<file path="src/rtl/riscv_pkg.sv">
// Shared core constants: XLEN, control-transfer kind encodings and the fetch
// sequencer state type.
package riscv_pkg;

    localparam int XLEN = 32;

    localparam logic [1:0] KIND_NONE   = 2'b00;
    localparam logic [1:0] KIND_BRANCH = 2'b01;
    localparam logic [1:0] KIND_JAL    = 2'b10;
    localparam logic [1:0] KIND_JALR   = 2'b11;

    typedef enum logic [1:0] {
        RUN   = 2'd0,
        FLUSH = 2'd1,
        TRAP  = 2'd2
    } pc_state_t;

endpackage

</file>
<file path="src/rtl/branch_target_calc.sv">
// Combinational control-transfer target: ex_pc+imm for branch/JAL, and
// (rs1+imm) with bit 0 cleared for JALR. Flags targets not word aligned.
module branch_target_calc
    import riscv_pkg::*;
(
    input  logic [1:0]      ex_kind,
    input  logic [XLEN-1:0] ex_pc,
    input  logic [XLEN-1:0] ex_imm,
    input  logic [XLEN-1:0] ex_rs1,
    output logic [XLEN-1:0] target,
    output logic            misaligned
);

    logic            w_is_jalr;
    logic [XLEN-1:0] w_base;
    logic [XLEN-1:0] w_sum;

    assign w_is_jalr  = (ex_kind == KIND_JALR);
    assign w_base     = w_is_jalr ? ex_rs1 : ex_pc;
    // Sum wraps modulo 2^XLEN by construction.
    assign w_sum      = w_base + ex_imm;
    assign target     = w_is_jalr ? {w_sum[XLEN-1:1], 1'b0} : w_sum;
    assign misaligned = |target[1:0];

endmodule

</file>
<file path="src/rtl/pc_sequencer.sv">
// Fetch PC owner: drives the imem request handshake, redirects on taken
// branch/JAL/JALR and holds flush_o for FLUSH_CYCLES. Optional: MISALIGN_TRAP_EN.
module pc_sequencer
    import riscv_pkg::*;
#(
    parameter logic [31:0] RESET_PC     = 32'h0000_0000,
    parameter int          FLUSH_CYCLES = 2
) (
    input  logic        clk,
    input  logic        rst_n,
    input  logic        stall_i,
    output logic        imem_req_valid,
    input  logic        imem_req_ready,
    output logic [31:0] imem_addr,
    input  logic        ex_valid,
    input  logic [1:0]  ex_kind,
    input  logic [31:0] ex_pc,
    input  logic [31:0] ex_imm,
    input  logic [31:0] ex_rs1,
    input  logic        cond_taken,
    output logic [31:0] link_addr,
    output logic        redirect_o,
    output logic [31:0] redirect_target,
    output logic        flush_o
`ifdef MISALIGN_TRAP_EN
    ,
    output logic        trap_o,
    output logic [31:0] trap_addr
`endif
);

    pc_state_t   r_state;
    logic [31:0] r_pc;
    logic [2:0]  r_cnt;
    logic        r_run_q;
    logic        r_redirect;
    logic [31:0] r_redirect_target;
    logic        r_flush;

    logic [31:0] w_target;
    logic        w_misaligned;
    logic        w_take;
    logic        w_trap_take;
    logic        w_redirect;
    logic        w_req_valid;

    branch_target_calc u_tgt (
        .ex_kind    (ex_kind),
        .ex_pc      (ex_pc),
        .ex_imm     (ex_imm),
        .ex_rs1     (ex_rs1),
        .target     (w_target),
        .misaligned (w_misaligned)
    );

    // EX inputs during FLUSH belong to squashed instructions, so only RUN accepts.
    assign w_take = ex_valid && (r_state == RUN) &&
                    ((ex_kind == KIND_BRANCH && cond_taken) ||
                     ex_kind == KIND_JAL || ex_kind == KIND_JALR);

`ifdef MISALIGN_TRAP_EN
    logic        r_trap;
    logic [31:0] r_trap_addr;

    assign w_trap_take = w_take && w_misaligned;
    assign trap_o      = r_trap;
    assign trap_addr   = r_trap_addr;
`else
    logic w_unused_misaligned;

    assign w_unused_misaligned = w_misaligned;
    assign w_trap_take         = 1'b0;
`endif

    assign w_redirect  = w_take && !w_trap_take;
    assign w_req_valid = r_run_q && !stall_i && (r_state != TRAP);

    assign imem_req_valid  = w_req_valid;
    assign imem_addr       = r_pc;
    assign link_addr       = ex_pc + 32'd4;
    assign redirect_o      = r_redirect;
    assign redirect_target = r_redirect_target;
    assign flush_o         = r_flush;

    always_ff @(posedge clk) begin
        if (!rst_n) begin
            r_state           <= RUN;
            r_pc              <= RESET_PC;
            r_cnt             <= '0;
            r_run_q           <= 1'b0;
            r_redirect        <= 1'b0;
            r_redirect_target <= '0;
            r_flush           <= 1'b0;
`ifdef MISALIGN_TRAP_EN
            r_trap            <= 1'b0;
            r_trap_addr       <= '0;
`endif
        end else begin
            r_run_q    <= 1'b1;
            r_redirect <= 1'b0;

            // Redirect beats stall and accept; it may abandon an unaccepted request.
            if (w_redirect)
                r_pc <= w_target;
            else if (w_req_valid && imem_req_ready)
                r_pc <= r_pc + 32'd4;

            case (r_state)
                RUN: begin
                    if (w_take) begin
`ifdef MISALIGN_TRAP_EN
                        if (w_misaligned) begin
                            r_state     <= TRAP;
                            r_trap      <= 1'b1;
                            r_trap_addr <= w_target;
                        end else
`endif
                        begin
                            r_state           <= FLUSH;
                            r_cnt             <= 3'(FLUSH_CYCLES);
                            r_redirect        <= 1'b1;
                            r_redirect_target <= w_target;
                            r_flush           <= 1'b1;
                        end
                    end
                end
                FLUSH: begin
                    if (r_cnt == 3'd1) begin
                        r_state <= RUN;
                        r_cnt   <= '0;
                        r_flush <= 1'b0;
                    end else begin
                        r_cnt <= r_cnt - 3'd1;
                    end
                end
                default: ;
            endcase
        end
    end

endmodule

</file>
<file path="config.mk">
export PLATFORM = sky130hd
export DESIGN_NAME = pc_sequencer
export DESIGN_NICKNAME = d
export VERILOG_FILES = /design/src/rtl/riscv_pkg.sv /design/src/rtl/branch_target_calc.sv /design/src/rtl/pc_sequencer.sv
export SDC_FILE = /design/constraint.sdc
export NUM_CORES = 1
export LEC_CHECK = 0
export CELL_PAD_IN_SITES_DETAIL_PLACEMENT = 1
export CELL_PAD_IN_SITES_GLOBAL_PLACEMENT = 2
export CORE_ASPECT_RATIO = 1.2
export CORE_UTILIZATION = 23
export CTS_CLUSTER_DIAMETER = 80
export DETAILED_ROUTE_END_ITERATION = 16
export PLACE_DENSITY = 0.8
export SLEW_MARGIN = 0
export SYNTH_ARGS = -nofsm -noshare
export SYNTH_HDL_FRONTEND = slang
export SYNTH_SLANG_ARGS = --single-unit
</file>
<file path="constraint.sdc">
create_clock -name clk -period 3.76 [get_ports clk]
set_input_delay 0.752 -clock clk [delete_from_list [all_inputs] [get_ports clk]]
set_output_delay 0.752 -clock clk [all_outputs]
set_load 0.03 [all_outputs]
</file>
# == Yosys cells after proc, flatten, opt, wreduce, memory -nomap -nowiden ==
# Cells that the tools add are included.
# totals
reg_bits,72
word_cells,50
output_inout_bits,99
# classes
add_sub_neg,4
eq_ne,8
n_mux,15
reduce_logical,16
# ops
cell,n
$mux W32,3
$add A32 B3 Y32 const B,2
$add A32 B32 Y32,1
$logic_and A1 B1 Y1,6
$mux W3,2
$ne A2 B2 Y1 const B,3
$pmux W3 S2,1
$reduce_and A2 Y1,3
$mux W1,5
$eq A2 B1 Y1 const B,2
$eq A2 B2 Y1 const B,2
$mux W2,2
$pmux W2 S2,1
$reduce_bool A2 Y1,2
$eq A3 B1 Y1 const B,1
$reduce_and A3 Y1,1
$sub A3 B1 Y3 const B,1
$logic_not A2 Y1,1
$logic_or A1 B1 Y1,2
$pmux W1 S2,1
$logic_not A1 Y1,1

# == Logic depth before layout (Yosys ltp) ==
# Gate-level depths: netlist of the first run.
# logic_depth
depth_word,7
mapped_depth,13

# == Hierarchy ==
# A second synthesis of the first run with hierarchy kept.
# hier_totals
hier_cells,739
hier_area_um2,5819.3
# modules_own_cells
mod,seq_area_each_um2,cells_each,area_per_inst_um2,n_inst
pc_sequencer,1401.3,437,3487.1,1
branch_target_calc,0.0,302,2332.2,1

# == Worst setup path after synthesis of the first run ==
# No wires, ideal clock.
# synth_path
path_type,in2reg
start,input port ex_kind[0]
end,"register r_redirect_target[21], in the netlist redirect_target[21]"
setup_time_ps,64
n_path_buf,2
path_slack_ps,95
arrival_ps,3601
cell_stages,12
cell_sequence,nand2_1 buf_1 mux2_2 ha_1 buf_6 and2_4 a311o_1 a211oi_4 a21oi_2 o21a_1 or3_1 nand4_1
# synth_between
elab_chain_len,6
# synth_rtl
item,line_no,source
"start, declared",pc_sequencer.sv:16,"input logic [1:0] ex_kind,"
"parallel branches: the longest is 6 deep, another holds $add A32 B32 Y32",-,
"end signal, assigned",pc_sequencer.sv:122,r_redirect_target <= w_target;
"end, declared",pc_sequencer.sv:37,logic [31:0] r_redirect_target;
# Parallel ways; which one is timed is not known.
# A chain may end at the register's enable or synchronous reset.

# == Worst setup path after layout of the first run ==
# layout_path
start,input port ex_kind[1]
end,"register r_redirect_target[18], in the netlist redirect_target[18]"
# The elaborated chain is that of the path after synthesis.

==> impl_metrics.env, run 1 <==
export IMPL_drt_iter0_markers=212
export IMPL_status="finished, violations left"
export IMPL_hold_start="redirect_target[23]"
export IMPL_cp_arrival_ns=3.89
export IMPL_ys_seq_area_share_pct=24.3
export IMPL_synth_compound_area_share_pct=21.0
export IMPL_dr_pass1_iters=11
export IMPL_regToRegSetupSlack_ns=1.47
export IMPL_wire_per_inst_um=17.2
export IMPL_cts_sinks=70
export IMPL_ys_top_cells_by_area="dfxtp_1 (24%), ha_1 (8.2%), xnor2_1 (7.4%)"
export IMPL_drc=2
export IMPL_synth_adder_area_share_pct=8.58
export IMPL_synth_flop_cell="dfxtp_1"
export IMPL_vias_per_cell=4.84
export IMPL_holdPathEnd="redirect_target[23]"
export IMPL_synth_seq_cells=70
export IMPL_cap_violations=0
export IMPL_reg2reg_depth=8
export IMPL_io_buffer_count=202
export IMPL_cts_tree="built"
export IMPL_synth_xor_area_share_pct=10.3
export IMPL_grt_pass1_vias=7096
export IMPL_hold_slack_ns=0.445
export IMPL_power_leakage_nw=3.82
export IMPL_syn_to_final_growth_pct=63.4
export IMPL_synth_edf_count=0
export IMPL_synth_nets=891
export IMPL_start_kind="input pin"
export IMPL_antenna_found_initial=0
export IMPL_vias=6717
export IMPL_fmax_mhz=273
export IMPL_worst_pin_slew_ns=1.14
export IMPL_gr_usage_all_layers_pct=18.5
export IMPL_dp_cells=1369
export IMPL_multi_input_area_sq_mm=0.00425
export IMPL_clk_pin_slew_ns=0.06
export IMPL_violations="DRC"
export IMPL_ff_latch_area_sq_mm=0.00140
export IMPL_synthSimpleGateAreaFrac_pct=25.1
export IMPL_rows=63
export IMPL_synth_distinct_cells=70
export IMPL_clock_skew_ns=0.00910
export IMPL_min_path_type="reg2reg"
export IMPL_finalHoldViolCount=0
export IMPL_grt_setup_unrepaired="yes"
export IMPL_grt_ovfl_total=0
export IMPL_nets=1200
export IMPL_p_total_mw=3.24
export IMPL_synth_top_family_by_area="simple AND/OR/NAND/NOR gates"
export IMPL_final_core_util_pct=38.2
export IMPL_ys_top_cells_by_count="nand2_1 (92), dfxtp_1 (70), a21oi_1 (66), xnor2_1 (49), nand3_1 (45)"
export IMPL_fp_dieH_um=176
export IMPL_ir_drop_uv=241
export IMPL_core_area_sq_mm=0.0247
export IMPL_synth_top_cell_by_area="dfxtp_1"
export IMPL_hold_buffers=0
export IMPL_fin_cells=1387
export IMPL_die_area_sq_mm=0.0257
export IMPL_netlist_instances=748
export IMPL_gp_congestion=0.821
export IMPL_hold_depth=2
export IMPL_powerDensity_mw_per_mm2=343
export IMPL_r2r_start="imem_addr[3]"
export IMPL_cp_required_ns=3.99
export IMPL_postSynth_asyncResetShare_pct=0
export IMPL_cts_root_buf="clkbuf_16"
export IMPL_fin_tns_setup_ns=0
export IMPL_post_synth_top_count_cell="nand2_1"
export IMPL_endpoint_kind="register"
export IMPL_r2r_end="imem_addr[30]"
export IMPL_layout_drive_gt1_share_pct=21.6
export IMPL_cts_buffers=9
export IMPL_pin_count=203
export IMPL_diodes=0
export IMPL_clock_path_buffers=2
export IMPL_syn_area_sq_mm=0.00577
export IMPL_period_share_pct=97.3
export IMPL_finalMaxSlewViolations=0
export IMPL_setup_viol_count_final=0
export IMPL_slew_headroom_pct=23.5
export IMPL_synth_top_area_share_pct=24.3
export IMPL_ant_nets=0
export IMPL_yosysWarningCount=0
export IMPL_start_util_pct=23.4
export IMPL_dp_hpwl_um=19800
export IMPL_dieWidth_um=147
export IMPL_muxShareOfSynthArea_pct=6.76
export IMPL_grt_first_pass_wirelength_um=37600
export IMPL_syn_area_per_cell_sq_um=7.72
export IMPL_fillers=2990
export IMPL_routed_wl_um=23800
export IMPL_clk_latency_ns=0.34
export IMPL_cp_max_fo=11
export IMPL_htree_num_levels=3
export IMPL_period_needed_ns=3.66
export IMPL_grt_max_degree=36
export IMPL_critical_path_class="in2reg"
## layout by cell type (no fill, tap or decap), drive strengths merged, types with 38 or more instances in the layout
master	count
o21ai	41
clkdlybuf4s50	181
buf	150
nand3	45
dfxtp	70
xnor2	49
ha	38
a21oi	67
nor2	45
nand2	92
## per-layer routing
layer | share of wire, % | track usage (%) | up-vias
li1 | - | - | 3327
met1 | 40 | 20.0 | 3221
met2 | 55 | 36.7 | 140
met3 | 3.7 | 2.86 | 29
met4 | 1.8 | 4.69 | 0
met5 | 0 | 0 | -
## cell type report
cell class | instances | share of cell area (%)
Clock buffer | 9 | 2.39
Tap cell | 325 | 4.31
Timing Repair Buffer | 331 | 31.3
Multi-Input combinational cell | 621 | 45.0
Sequential cell | 70 | 14.9
Clock inverter | 7 | 1.11
Inverter | 24 | 0.955
## sequential cells by signal (all words and copies together), names as in the netlist
name	cells
r_run_q	1
flush_o	1
imem_addr	32
r_cnt	3
redirect_target	32
redirect_o	1
## worst max path at each step
stage,from,end,slack [ns],cells after the start
after floorplan,ex_kind[0],redirect_target[21],0.1,12
after global placement,ex_kind[0],imem_addr[24],-0.34,15
after detailed placement,ex_kind[1],imem_addr[24],-0.45,15
after CTS,ex_kind[1],redirect_target[26],0.04,13
after global routing,ex_kind[1],redirect_target[26],-0.006,13
final,ex_kind[1],redirect_target[18],0.10,12
## per-stage QoR
step	setup slack [ns]	cell area (sq um)
floorplan	0.0951	5770
global placement	-0.337	8980
detailed placement	-0.453	8980
CTS	0.0353	9330
global route	-0.00622	9440
finish	0.101	9440
## what timing repair did
item / in CTS / in global routing
buffers inserted: 1 / 1
gates resized for setup: 4 / 15
setup endpoints to repair: 8 / 28
pin swaps: 1 / 11
## logic make-up (layout without fill, tap and decap cells)
kind of cell	after synthesis	count (layout)
fa+ha+maj	39	39
buf+inv	57	371
mux	35	35
xor+xnor	68	68
flops	70	70
simple gates	294	294
compound gates	185	185
## power by group
part / switching (mW) / internal [mW] / total, mW
clock network: 0.363 / 0.591 / 0.954
logic: 0.730 / 0.668 / 1.40
registers: 0.0696 / 0.817 / 0.886
total: 1.16 / 2.08 / 3.24
## critical path, stage by stage
cell and delay [ns]:
clkdlybuf4s50_1 0.44, nand2_2 0.12, buf_12 0.14, mux2_2 0.33, ha_1 0.33, a21o_1 0.22
a21o_1 0.20, o211ai_1 0.37, a311oi_4 0.21, buf_4 0.19, or3_1 0.34, a32o_1 0.24
Note: power is estimated with default switching activity, not from simulation.
==> run 2: changes to the inputs <==
CTS_CLUSTER_SIZE = 10   (was not set)
==> results of run 2 <==
No change in the layout: final DEF, timing and power equal those of run 1.
